--- src/rtl/channel_readout_sequencer_pkg.sv ---
// Shared constants for the channel readout sequencer: state encoding, default
// slice widths, and a constant clog2 helper.
package channel_readout_sequencer_pkg;

    localparam int DEF_WIDTH = 12;
    localparam int DEF_SIZE  = 12;

    localparam logic [2:0] ST_IDLE    = 3'd0;
    localparam logic [2:0] ST_REQ     = 3'd1;
    localparam logic [2:0] ST_LAT     = 3'd2;
    localparam logic [2:0] ST_XFER    = 3'd3;
    localparam logic [2:0] ST_RELEASE = 3'd4;
    localparam logic [2:0] ST_DONE    = 3'd5;

    function automatic int clog2(input int n);
        int r;
        r = 0;
        while ((1 << r) < n) begin
            r = r + 1;
        end
        return r;
    endfunction

endpackage

--- src/rtl/channel_readout_sequencer_mask_next_select.sv ---
// Holds the active channel index and finds the lowest mask bit (pass start)
// and the next set mask bit above the current index, with a "none" flag.
module mask_next_select
    import channel_readout_sequencer_pkg::*;
#(
    parameter int NCHAN = 4,
    parameter int IW    = 2
) (
    input  logic             clk,
    input  logic             reset,
    input  logic             first_i,
    input  logic             adv_i,
    input  logic [NCHAN-1:0] first_mask_i,
    input  logic [NCHAN-1:0] mask_i,
    output logic [IW-1:0]    idx_o,
    output logic [IW-1:0]    idx_d_o,
    output logic             none_o
);

    logic [IW-1:0] idx_q;
    logic [IW-1:0] idx_d;
    logic [IW-1:0] low_s;
    logic [IW-1:0] nxt_s;
    logic          none_s;

    // Priority search: descending loops so the lowest qualifying bit wins.
    always_comb begin
        low_s  = '0;
        nxt_s  = '0;
        none_s = 1'b1;
        for (int i = NCHAN - 1; i >= 0; i--) begin
            low_s  = first_mask_i[i] ? IW'(i) : low_s;
            nxt_s  = (mask_i[i] && (i > int'(idx_q))) ? IW'(i) : nxt_s;
            none_s = (mask_i[i] && (i > int'(idx_q))) ? 1'b0 : none_s;
        end
    end

    // Next index selection.
    always_comb begin
        if (first_i) begin
            idx_d = low_s;
        end else if (adv_i) begin
            idx_d = nxt_s;
        end else begin
            idx_d = idx_q;
        end
    end

    // Index register.
    always_ff @(posedge clk) begin
        if (reset) begin
            idx_q <= '0;
        end else begin
            idx_q <= idx_d;
        end
    end

    assign idx_o   = idx_q;
    assign idx_d_o = idx_d;
    assign none_o  = none_s;

endmodule

--- src/rtl/channel_readout_sequencer.sv ---
// Grants each masked channel in turn, steps its read address per accepted word
// and merges all words into one stream. Watchdog: CHANNEL_READOUT_SEQUENCER_TIMEOUT_EN.
module channel_readout_sequencer
    import channel_readout_sequencer_pkg::*;
#(
    parameter int NCHAN  = 4,
    parameter int WIDTH  = DEF_WIDTH,
    parameter int SIZE   = DEF_SIZE,
    parameter int RD_LAT = 2,
`ifdef CHANNEL_READOUT_SEQUENCER_TIMEOUT_EN
    parameter int TIMEOUT_CYC = 1024,
`endif
    localparam int IW = (clog2(NCHAN) > 0) ? clog2(NCHAN) : 1
) (
    input  logic                   clk,
    input  logic                   reset,
    input  logic                   start,
    input  logic [NCHAN-1:0]       chan_mask,
    input  logic [SIZE-1:0]        how_many,
    input  logic [NCHAN-1:0]       ch_ro_enable,
    input  logic [NCHAN-1:0]       ch_rodone_n,
    input  logic [NCHAN*WIDTH-1:0] ch_data,
    output logic [NCHAN-1:0]       ch_read_request,
    output logic [NCHAN-1:0]       ch_spi_done,
    output logic [WIDTH-1:0]       out_data,
    output logic [IW-1:0]          out_chan,
    output logic                   out_valid,
    input  logic                   out_ready,
    output logic                   out_last,
    output logic                   out_frame_end,
    output logic                   busy,
    output logic                   done,
    output logic [NCHAN-1:0]       err_timeout
);

    localparam int LW = (clog2(RD_LAT + 1) > 0) ? clog2(RD_LAT + 1) : 1;
    localparam logic [LW-1:0] LAT_LOAD = LW'(RD_LAT);

    logic [2:0]       state_q, state_d;
    logic [NCHAN-1:0] mask_q, mask_d;
    logic [SIZE-1:0]  hm_q, hm_d;
    logic [SIZE-1:0]  word_cnt_q, word_cnt_d;
    logic [LW-1:0]    lat_q, lat_d;
    logic [WIDTH-1:0] out_data_q, out_data_d;
    logic [IW-1:0]    out_chan_q, out_chan_d;
    logic             out_valid_q, out_valid_d;
    logic             out_last_q, out_last_d;
    logic             out_fe_q, out_fe_d;
    logic             busy_q, busy_d;
    logic             done_q, done_d;
    logic [NCHAN-1:0] req_q, req_d;
    logic [NCHAN-1:0] spi_q, spi_d;
    logic [NCHAN-1:0] err_q, err_d;
    logic             sel_first_s, chan_end_s, sel_adv_s, none_s, tmo_s;
    logic [IW-1:0]    idx_s, idx_nxt_s;
    logic [2:0]       after_chan_s;

    mask_next_select #(.NCHAN(NCHAN), .IW(IW)) u_sel (
        .clk          (clk),
        .reset        (reset),
        .first_i      (sel_first_s),
        .adv_i        (sel_adv_s),
        .first_mask_i (chan_mask),
        .mask_i       (mask_q),
        .idx_o        (idx_s),
        .idx_d_o      (idx_nxt_s),
        .none_o       (none_s)
    );

    assign after_chan_s = none_s ? ST_DONE : ST_REQ;
    assign sel_adv_s    = chan_end_s && !none_s;

    // Sequencer next-state and datapath.
    always_comb begin
        state_d     = state_q;
        mask_d      = mask_q;
        hm_d        = hm_q;
        word_cnt_d  = word_cnt_q;
        lat_d       = lat_q;
        out_data_d  = out_data_q;
        out_chan_d  = out_chan_q;
        out_valid_d = out_valid_q;
        out_last_d  = out_last_q;
        out_fe_d    = out_fe_q;
        spi_d       = '0;
        err_d       = err_q;
        sel_first_s = 1'b0;
        chan_end_s  = 1'b0;
        case (state_q)
            ST_IDLE: begin
                if (start) begin
                    mask_d      = chan_mask;
                    hm_d        = how_many;
                    word_cnt_d  = '0;
                    sel_first_s = 1'b1;
                    state_d     = ((chan_mask == '0) || (how_many == '0)) ? ST_DONE : ST_REQ;
                end else begin
                    state_d = ST_IDLE;
                end
            end
            ST_REQ: begin
                err_d[idx_s] = err_q[idx_s] | tmo_s;
                if (tmo_s) begin
                    chan_end_s = 1'b1;
                    word_cnt_d = '0;
                    state_d    = after_chan_s;
                end else if (ch_ro_enable[idx_s]) begin
                    lat_d   = LAT_LOAD;
                    state_d = ST_LAT;
                end else begin
                    state_d = ST_REQ;
                end
            end
            ST_LAT: begin
                if (lat_q == '0) begin
                    out_data_d  = ch_data[int'(idx_s)*WIDTH +: WIDTH];
                    out_chan_d  = idx_s;
                    out_valid_d = 1'b1;
                    out_last_d  = (word_cnt_q == (hm_q - SIZE'(1)));
                    out_fe_d    = (word_cnt_q == (hm_q - SIZE'(1))) && none_s;
                    state_d     = ST_XFER;
                end else begin
                    lat_d = lat_q - LW'(1);
                end
            end
            ST_XFER: begin
                if (out_ready) begin
                    out_valid_d  = 1'b0;
                    spi_d[idx_s] = 1'b1;
                    word_cnt_d   = word_cnt_q + SIZE'(1);
                    lat_d        = LAT_LOAD;
                    state_d      = out_last_q ? ST_RELEASE : ST_LAT;
                end else begin
                    state_d = ST_XFER;
                end
            end
            ST_RELEASE: begin
                err_d[idx_s] = err_q[idx_s] | tmo_s;
                if (tmo_s || !ch_ro_enable[idx_s] || !ch_rodone_n[idx_s]) begin
                    chan_end_s = 1'b1;
                    word_cnt_d = '0;
                    state_d    = after_chan_s;
                end else begin
                    state_d = ST_RELEASE;
                end
            end
            ST_DONE: begin
                state_d = ST_IDLE;
            end
            default: begin
                state_d = ST_IDLE;
            end
        endcase
    end

    // The request follows the index the sequencer is about to hold next cycle.
    assign req_d  = ((state_d == ST_REQ) || (state_d == ST_LAT) || (state_d == ST_XFER))
                    ? (NCHAN'(1) << idx_nxt_s) : '0;
    assign busy_d = (state_d != ST_IDLE) && (state_d != ST_DONE);
    assign done_d = (state_d == ST_DONE);

`ifdef CHANNEL_READOUT_SEQUENCER_TIMEOUT_EN
    localparam int WDW = clog2(TIMEOUT_CYC) + 1;
    logic [WDW-1:0] wd_q, wd_d;

    assign tmo_s = ((state_q == ST_REQ) || (state_q == ST_RELEASE))
                   && (wd_q == WDW'(TIMEOUT_CYC - 1));

    // Watchdog counts consecutive waiting cycles, restarting on any progress.
    always_comb begin
        if (chan_end_s || (state_d != state_q)) begin
            wd_d = '0;
        end else if ((state_q == ST_REQ) || (state_q == ST_RELEASE)) begin
            wd_d = wd_q + WDW'(1);
        end else begin
            wd_d = '0;
        end
    end

    // Watchdog register.
    always_ff @(posedge clk) begin
        if (reset) begin
            wd_q <= '0;
        end else begin
            wd_q <= wd_d;
        end
    end
`else
    assign tmo_s = 1'b0;
`endif

    // State and output registers.
    always_ff @(posedge clk) begin
        if (reset) begin
            state_q     <= ST_IDLE;
            mask_q      <= '0;
            hm_q        <= '0;
            word_cnt_q  <= '0;
            lat_q       <= '0;
            out_data_q  <= '0;
            out_chan_q  <= '0;
            out_valid_q <= 1'b0;
            out_last_q  <= 1'b0;
            out_fe_q    <= 1'b0;
            busy_q      <= 1'b0;
            done_q      <= 1'b0;
            req_q       <= '0;
            spi_q       <= '0;
            err_q       <= '0;
        end else begin
            state_q     <= state_d;
            mask_q      <= mask_d;
            hm_q        <= hm_d;
            word_cnt_q  <= word_cnt_d;
            lat_q       <= lat_d;
            out_data_q  <= out_data_d;
            out_chan_q  <= out_chan_d;
            out_valid_q <= out_valid_d;
            out_last_q  <= out_last_d;
            out_fe_q    <= out_fe_d;
            busy_q      <= busy_d;
            done_q      <= done_d;
            req_q       <= req_d;
            spi_q       <= spi_d;
            err_q       <= err_d;
        end
    end

    assign ch_read_request = req_q;
    assign ch_spi_done     = spi_q;
    assign out_data        = out_data_q;
    assign out_chan        = out_chan_q;
    assign out_valid       = out_valid_q;
    assign out_last        = out_last_q;
    assign out_frame_end   = out_fe_q;
    assign busy            = busy_q;
    assign done            = done_q;
    assign err_timeout     = err_q;

endmodule

--- config.mk ---
export PLATFORM = sky130hd
export DESIGN_NAME = channel_readout_sequencer
export DESIGN_NICKNAME = d
export VERILOG_FILES = /design/src/rtl/channel_readout_sequencer_pkg.sv /design/src/rtl/channel_readout_sequencer_mask_next_select.sv /design/src/rtl/channel_readout_sequencer.sv
export SDC_FILE = /design/constraint.sdc
export NUM_CORES = 1
export LEC_CHECK = 0
export CAP_MARGIN = 25
export CORE_AREA = 4 4 101 94
export DETAILED_ROUTE_END_ITERATION = 7
export DIE_AREA = 0 0 105 98
export PLACE_DENSITY_LB_ADDON = 0.2
export SYNTH_ARGS = -nofsm -noshare
export SYNTH_HDL_FRONTEND = slang
export SYNTH_HIERARCHICAL = 1
export SYNTH_SLANG_ARGS = --single-unit
export TNS_END_PERCENT = 100
--- constraint.sdc ---
create_clock -name clk -period 2.8 [get_ports clk]
set_clock_uncertainty 0.15 [all_clocks]
set_input_delay 0.7 -clock clk [delete_from_list [all_inputs] [get_ports clk]]
set_output_delay 0.7 -clock clk [all_outputs]
set_load 0.005 [all_outputs]
# == Word level (Yosys, flattened, before mapping) ==
# Cells that the tools add are included.
# totals
regBits,66
latch_bits,0
ramBits,0
mem_bits_ro,0
inputBits,76
out_inout_bits,31
word_cells,121
memories,0
# classes
n_addsub,3
mul,1
div,0
n_lt_le_gt_ge,5
n_eq_ne,16
shift,2
muxes,45
n_bitwise,3
n_reduce_logical,30
# op_table
cell,count
$shiftx A48 B7 Y12,1
$mux W12,3
$pmux W12 S3,1
$mux W2,13
$mux W3,7
$pmux W3 S5,1
$mux W1,13
$add A12 B1 Y12 const B,1
$eq A12 B12 Y1,1
$eq A3 B2 Y1 const B,4
$logic_not A12 Y1,1
$ne A2 B2 Y1 const B,6
$sub A12 B1 Y12 const B,1
$reduce_bool A3 Y1,3
$reduce_and A4 Y1,2
$logic_and A1 B1 Y1,7
$bmux W1 S2,3
$eq A3 B1 Y1 const B,2
$eq A3 B3 Y1 const B,2
$pmux W2 S3,1
$bwmux W4,1
$gt A2 B2 Y1 const A,2
$logic_not A4 Y1,1
$logic_or A1 B1 Y1,4
other kinds (18),24

# == Depth between registers and ports, before layout ==
# Gate-level depths: netlist (run 1).
# depth
word_depth,13
mapped_depth,10
ltp_nobuf,8

# == Modules after synthesis ==
# Netlist (run 1), hierarchy kept.
# modules_own_cells
module,instances,cells_each,area_each_um2,seq_area_each_um2
channel_readout_sequencer,1,387,3316.9,1281.2
mask_next_select,1,25,232.7,40.0

# == Worst setup path after synthesis (run 1) ==
# OpenSTA, ideal clock, no wires.
# synth_timing
path_type,reg2reg
start,register u_sel.idx_q[0] (netlist: u_sel/idx_o[0])
end,register req_q[2] (netlist: ch_read_request[2])
setup_time_ns,0.080
t_arrival_ns,2.391
t_required_ns,2.570
path_slack_ns,0.179
path_stages_with_launch,8
path_buffers,1
period_less_slack_ns,2.621
cell_sequence,dfxtp_1 > buf_2 > mux4_2 > and2_1 > nor3_1 > nor4b_2 > o31a_1 > nor3b_1
# synth_via
elab_cells_between_ends,37
cone_classes,3 x order compare; 3 x eq/ne; 1 x shift; 18 x mux; 1 x bitwise; 11 x reduce/logical
# synth_rtl
element,line,rtl
from (decl),channel_readout_sequencer_mask_next_select.sv:20,logic [IW-1:0] idx_q;
from (signal assigned),channel_readout_sequencer_mask_next_select.sv:54,idx_q <= idx_d;
$gt A2 B2 Y1 or $bmux W1 S2 (tied branches),"channel_readout_sequencer_mask_next_select.sv:34, channel_readout_sequencer.sv:139",
$logic_and A1 B1 Y1 or $mux W1 (tied branches),"channel_readout_sequencer_mask_next_select.sv:34, channel_readout_sequencer.sv:139",
$mux W1 or $logic_not A1 Y1 (tied branches),"channel_readout_sequencer_mask_next_select.sv:34, channel_readout_sequencer.sv:139",
$mux W1 or $logic_or A1 B1 Y1 (tied branches),"channel_readout_sequencer_mask_next_select.sv:34, channel_readout_sequencer.sv:139",
$mux W1 (on tied branches),"channel_readout_sequencer_mask_next_select.sv:34, channel_readout_sequencer.sv:139",
$logic_not A1 Y1 or $mux W1 (tied branches),-,
$logic_and A1 B1 Y1 *,channel_readout_sequencer.sv:71,assign sel_adv_s = chan_end_s && !none_s;
net sel_adv_s,channel_readout_sequencer.sv:54,"logic sel_first_s, chan_end_s, sel_adv_s, none_s, tmo_s;"
$mux W2 *,channel_readout_sequencer_mask_next_select.sv:42,end else if (adv_i) begin
$mux W2 *,channel_readout_sequencer_mask_next_select.sv:40,if (first_i) begin
net idx_nxt_s[1],channel_readout_sequencer.sv:55,"logic [IW-1:0] idx_s, idx_nxt_s;"
$shl A1 B2 Y4 *,channel_readout_sequencer.sv:158,? (NCHAN'(1) << idx_nxt_s) : '0;
to (signal assigned),channel_readout_sequencer.sv:223,req_q <= req_d;
to (decl),channel_readout_sequencer.sv:51,"logic [NCHAN-1:0] req_q, req_d;"
# The timed path passes the listed nets; every way through them passes the cells marked *. The select of a mux whose other input is x is not followed.
# A chain may end at the register's enable or synchronous reset.

# == Worst setup path after layout (run 1) ==
# layout_timing
start,input port ch_ro_enable[3]
end,register req_q[2] (netlist: ch_read_request[2])
# layout_via
elab_cells_between_ends,20
cone_classes,3 x eq/ne; 1 x shift; 9 x mux; 1 x bitwise; 6 x reduce/logical
# layout_rtl
element,line,rtl
from (decl),channel_readout_sequencer.sv:20,"input logic [NCHAN-1:0] ch_ro_enable,"
$bmux W1 S2,channel_readout_sequencer.sv:139,if (tmo_s || !ch_ro_enable[idx_s] || !ch_rodone_n[idx_s]) begin
$mux W1 (not written as such),channel_readout_sequencer.sv:139,
$logic_not A1 Y1,channel_readout_sequencer.sv:139,
$logic_or A1 B1 Y1,channel_readout_sequencer.sv:139,
$mux W1,channel_readout_sequencer.sv:139,
$mux W1,-,
$logic_and A1 B1 Y1,channel_readout_sequencer.sv:71,
net sel_adv_s,channel_readout_sequencer.sv:54,
$mux W2,channel_readout_sequencer_mask_next_select.sv:42,
$mux W2,channel_readout_sequencer_mask_next_select.sv:40,
net idx_nxt_s[1],channel_readout_sequencer.sv:55,
$shl A1 B2 Y4,channel_readout_sequencer.sv:158,
# The timed path passes the listed nets, and every way through them passes these cells. The select of a mux whose other input is x is not followed.

==> results.yml, run 1 <==
sta:
  slew_viol_final: 0
  period_needed_ns: 2.69
  tns_ns: 0
  rsz0062_at_grt: "no"
  hold_viol_final: 0
  maxSlewHeadroom: 0.557
  worstMarginPinSlew_ns: 0.659
  fmax_mhz: 372
  finalSetupViolCount: 0
  min_period_over_period: 0.959
critical_path:
  cp-start-kind: "primary input"
  r2r_cells: 7
  path_buf_inv: 2
  path_max_fanout: 5
  crit_arrival_ns: 2.79
  cp_cell_sequence: "clkdlybuf4s50_1 -> mux4_2 -> and2_1 -> nor3_1 -> buf_4 -> nor4b_2 -> o31a_1 -> nor3b_1"
  required_ns: 2.91
  critical_path_class: "primary input to flip-flop"
  rrSetupSlack_ns: 0.26
  crit_path_end_kind: "flip-flop"
  timing.rr.start: "u_sel/idx_o[0]"
  cpPeakStageDelay_ns: 0.48
  rr_endpoint: "ch_read_request[2]"
  path_depth: 8
  slowest_stage: "mux4_2"
  critPathTopFamily: "simple AND/OR/NAND/NOR gates"
die:
  core_mm2: 0.00841
  dieArea_mm2: 0.0103
  io-pin-count: 107
  die_y_um: 98
  num_rows: 32
  dieWidth_um: 105
  start_util: 0.418
yosys:
  synth.net_count: 487
  synth_area_mm2: 0.00352
  synth_area_per_cell_um2: 8.62
  yosys_warnings: 6
  synthCells: 408
power_and_ir_drop:
  p_per_area_mw_per_mm2: 518
  leakage_nw: 1.78
  ir_drop_uv: 326
drt:
  wirelength_um: 9460
  wire_per_inst_um: 15.0
  drtIter0Drc: 111
  viasPerCell: 5.40
  dr.pass1.iters: 4
  detail-route-antenna-nets: 0
  vias: 3397
  drc: 0
flow_run:
  maxCapViolCount: 0
placed_design:
  portBuffers: 106
  gp_congestion: 0.817
  placed_cells: 613
  placed_area_mm2: 0.00479
  hpwl_um: 7320
final_layout:
  num-nets-final: 601
  nFillCells: 742
  diodes: 0
  final_cell_area_mm2: 0.00501
  seq_area_mm2: 0.00130
  final_cell_count_no_fill: 629
  area_growth_pct: 42.5
  drive_above_1_share: 0.129
  multi_input_area_mm2: 0.00206
clocking:
  cts_tree: "built"
  post-cts-setup-buffers: 0
  clock-sinks: 65
  clockBufferDepth: 2
  cts_buffers: 9
  insertion_delay_ns: 0.34
  cts_resized: 0
  ctsRootBufferMaster: "clkbuf_8"
  cts-htree-levels: 3
  cts_hold_buffers: 0
  clkTransAtPathRegs_ns: 0.07
global_routing:
  grt_pass1_wl_um: 16200
  grt_max_degree: 22
  grtUsageTotal: 0.191
  grt_pass1_vias: 3435
  antenna_found_initial: 0
  grt_overflow: 0
hold_path:
  min-delay-path-class: "flip-flop to flip-flop"
  min_path_cells: 2
  min_to: "out_data[7]"
  hold_start: "out_data[7]"
run_status:
  status: "completed"
worst max-delay path by stage:
| stage | from | end |
|---|---|---|
| 4_1_cts | ch_ro_enable[3] | ch_read_request[2] |
| 5_1_grt | ch_ro_enable[3] | ch_read_request[2] |
| 3_3_place_gp | ch_ro_enable[0] | ch_read_request[2] |
| 3_5_place_dp | ch_ro_enable[3] | ch_read_request[2] |
| 6_report | ch_ro_enable[3] | ch_read_request[2] |
| 2_1_floorplan | u_sel/idx_o[0] | ch_read_request[2] |
worst reg2reg max path: stages (launching register included):
cell	delay, ns
dfxtp_1	0.53
mux4_2	0.57
and2_1	0.19
nor3_1	0.19
buf_4	0.16
nor4b_2	0.23
o31a_1	0.24
nor3b_1	0.20
stage by stage:
| stage | worst slack [ns] | total power, W | hold slack [ns] | utilization |
|---|---|---|---|---|
| after floorplan | 0.179 | 0.00144 | 0.295 | - |
| final | 0.114 | 0.00260 | 0.308 | 0.596 |
| after global placement | -0.123 | 0.00172 | 0.292 | 0.570 |
| after global routing | 0.0153 | 0.00273 | 0.336 | 0.596 |
| after detailed placement | -0.230 | 0.00174 | 0.296 | 0.570 |
| after CTS | 0.127 | 0.00262 | 0.309 | 0.596 |
layout by cell type, fill, tap and decap left out, types with 5 or more instances in the layout:
master             n
buf_4             22
dfxtp_1           65
xnor2_1           17
nor2b_1           11
mux4_2            14
inv_1              9
clkbuf_8           9
a21o_1             5
or3_1              8
nor4_1             9
nor3_1             8
and3_1             5
o21ai_0           10
nand3_1            8
a21oi_1           42
clkdlybuf4s50_1  106
nor2_1            27
nand2_1           71
registers in the layout, indices dropped and copies added (netlist names):
signal	count
word_cnt_q	12
err_timeout	4
done	1
out_last	1
out_chan	2
u_sel/idx_o	2
state_q	3
ch_spi_done	4
ch_read_request	4
busy	1
out_valid	1
mask_q	3
hm_q	12
out_frame_end	1
lat_q	2
out_data	12
power by group:
part | leakage, nW | switching (W) | internal [W]
sequential | 0.528 | 0.0000538 | 0.000976
clock | 0.109 | 0.000378 | 0.000501
combinational | 1.15 | 0.000312 | 0.000374
layout make-up:
class                   count  area share
well taps                 102      0.0255
flip-flops and latches     65       0.260
multi-input cells         306       0.411
inverters                  10     0.00749
repair buffers            130       0.253
clock buffers               9      0.0247
clock inverters             7      0.0190
metal layers:
layer / vias up / GRT usage / share of wire
met5: - / 0 / 0
met4: 0 / 0.0616 / 0.019
met3: 15 / 0.0555 / 0.049
met2: 85 / 0.320 / 0.49
met1: 1610 / 0.238 / 0.45
li1: 1687 / - / -
(Power assumes the default switching activity.)
==> inputs of run 2 (changes only) <==
--- a/config.mk
+++ b/config.mk
@@ -6,9 +6,10 @@
 export NUM_CORES = 1
 export LEC_CHECK = 0
 export CAP_MARGIN = 25
-export CORE_AREA = 4 4 101 94
+export CORE_AREA = 4 4 94 87
 export DETAILED_ROUTE_END_ITERATION = 7
-export DIE_AREA = 0 0 105 98
+export DIE_AREA = 0 0 98 91
+export DONT_BUFFER_PORTS = 1
 export PLACE_DENSITY_LB_ADDON = 0.2
 export SYNTH_ARGS = -nofsm -noshare
 export SYNTH_HDL_FRONTEND = slang
==> run 2 against run 1 <==
Compared with the run above:
- sequential cell count did not move
- power down 11%
- sequential share of layout area increased by 7.9 points
- routed wire length is 11% lower
- critical endpoint unchanged
- design area is 23% lower
- first-iteration DRC count is 42% higher
- register-to-register slack got worse by 0.02 ns
- count of clock-buffer cells in the layout grew 2
- maximum frequency grew 4.8%
- clock power fell by 10%
==> results.yml, run 2 (synthesized netlist as in run 1, its figures left out) <==
drt:
  drc: 0
  drtIter0Drc: 158
  dr.pass1.iters: 4
  vias: 2902
  wirelength_um: 8380
  detail-route-antenna-nets: 0
  wire_per_inst_um: 16.6
  viasPerCell: 5.74
clocking:
  cts_tree: "built"
  clkTransAtPathRegs_ns: 0.07
  cts_hold_buffers: 0
  clockBufferDepth: 2
  insertion_delay_ns: 0.34
  post-cts-setup-buffers: 0
  cts_resized: 0
  ctsRootBufferMaster: "clkbuf_8"
  cts_buffers: 9
  cts-htree-levels: 3
  clock-sinks: 65
critical_path:
  critical_path_class: "flip-flop to flip-flop"
  crit_path_end_kind: "flip-flop"
  cp_cell_sequence: "mux4_2 -> and2_1 -> nor3_1 -> buf_4 -> nor4b_2 -> o31a_1 -> nor3b_1"
  cpPeakStageDelay_ns: 0.58
  crit_arrival_ns: 2.68
  path_max_fanout: 7
  required_ns: 2.92
  cp-start-kind: "flip-flop"
  rrSetupSlack_ns: 0.24
  slowest_stage: "mux4_2"
die:
  num_rows: 29
  dieArea_mm2: 0.00892
  dieWidth_um: 98
  die_y_um: 91
  io-pin-count: 107
  start_util: 0.497
  core_mm2: 0.00708
sta:
  period_needed_ns: 2.56
  min_period_over_period: 0.915
  worstMarginPinSlew_ns: 0.630
  maxSlewHeadroom: 0.576
  hold_viol_final: 0
  rsz0062_at_grt: "no"
  tns_ns: 0
  fmax_mhz: 390
  slew_viol_final: 0
  finalSetupViolCount: 0
final_layout:
  num-nets-final: 488
  diodes: 0
  drive_above_1_share: 0.143
  area_growth_pct: 9.14
  final_common_cell: "nand2_1"
  layout_common_cells: "nand2_1, dfxtp_1, a21oi_1"
  nFillCells: 702
  utilization: 0.543
placed_design:
  hpwl_um: 6280
  portBuffers: 0
  gp_congestion: 0.857
global_routing:
  grt_max_degree: 49
  grt_overflow: 0
  grt_pass1_vias: 2821
  grt_pass1_wl_um: 14100
  antenna_found_initial: 0
  grtUsageTotal: 0.191
hold_path:
  min-delay-path-class: "primary input to flip-flop"
power_and_ir_drop:
  leakage_nw: 1.32
  p_per_area_mw_per_mm2: 602
  ir_drop_uv: 327
flow_run:
  maxCapViolCount: 0
run_status:
  status: "completed"
==> run 2: cell type report <==
type	instances	area, µm²	area share
Clock buffer	11	141	0.0368
Clock inverter	4	53.8	0.0140
Inverter	10	37.5	0.00978
Multi-Input combinational cell	306	2060	0.537
Sequential cell	65	1300	0.339
Tap cell	93	116	0.0303
Timing Repair Buffer	17	128	0.0332
==> run 2: per-stage QoR <==
step	hold WS, ns	power [W]	area [µm²]	std cells	setup slack (ns)
2_1_floorplan	0.295	0.00144	3520	408	0.179
3_3_place_gp	0.311	0.00153	3640	491	0.233
3_5_place_dp	0.316	0.00154	3640	491	0.154
4_1_cts	0.254	0.00234	3840	506	0.231
5_1_grt	0.251	0.00244	3840	506	0.0159
6_report	0.273	0.00231	3840	506	0.237
==> run 2: critical path: cells and delay by family (launching register included) <==
kind | cells | cell delay (ns)
buffers and inverters | 1 | 0.16
AOI/OAI and AO/OA | 1 | 0.25
DFF | 1 | 0.51
and+or+nand+nor | 4 | 0.83
muxes | 1 | 0.58
==> run 2: path summary, 6_finish.rpt <==
check | startpoint | end | cells past startpoint
min reg2reg | out_data[9] | out_data[9] | 2
min | reset | mask_q[2] | 1
max reg2reg | u_sel/idx_o[0] | ch_read_request[2] | 7
max | u_sel/idx_o[0] | ch_read_request[2] | 7
==> run 2: layer usage <==
metal,up-vias,global-route usage,part of all wire
met4,0,0.0565,0.013
met5,-,0,0
li1,1457,-,-
met3,10,0.0567,0.057
met1,1364,0.244,0.44
met2,71,0.314,0.49
==> run 2: power by group <==
part	switching [W]	internal, W	leakage, nW
clock network	0.000355	0.000432	0.0916
logic	0.000264	0.000229	0.705
registers	0.0000534	0.000977	0.528
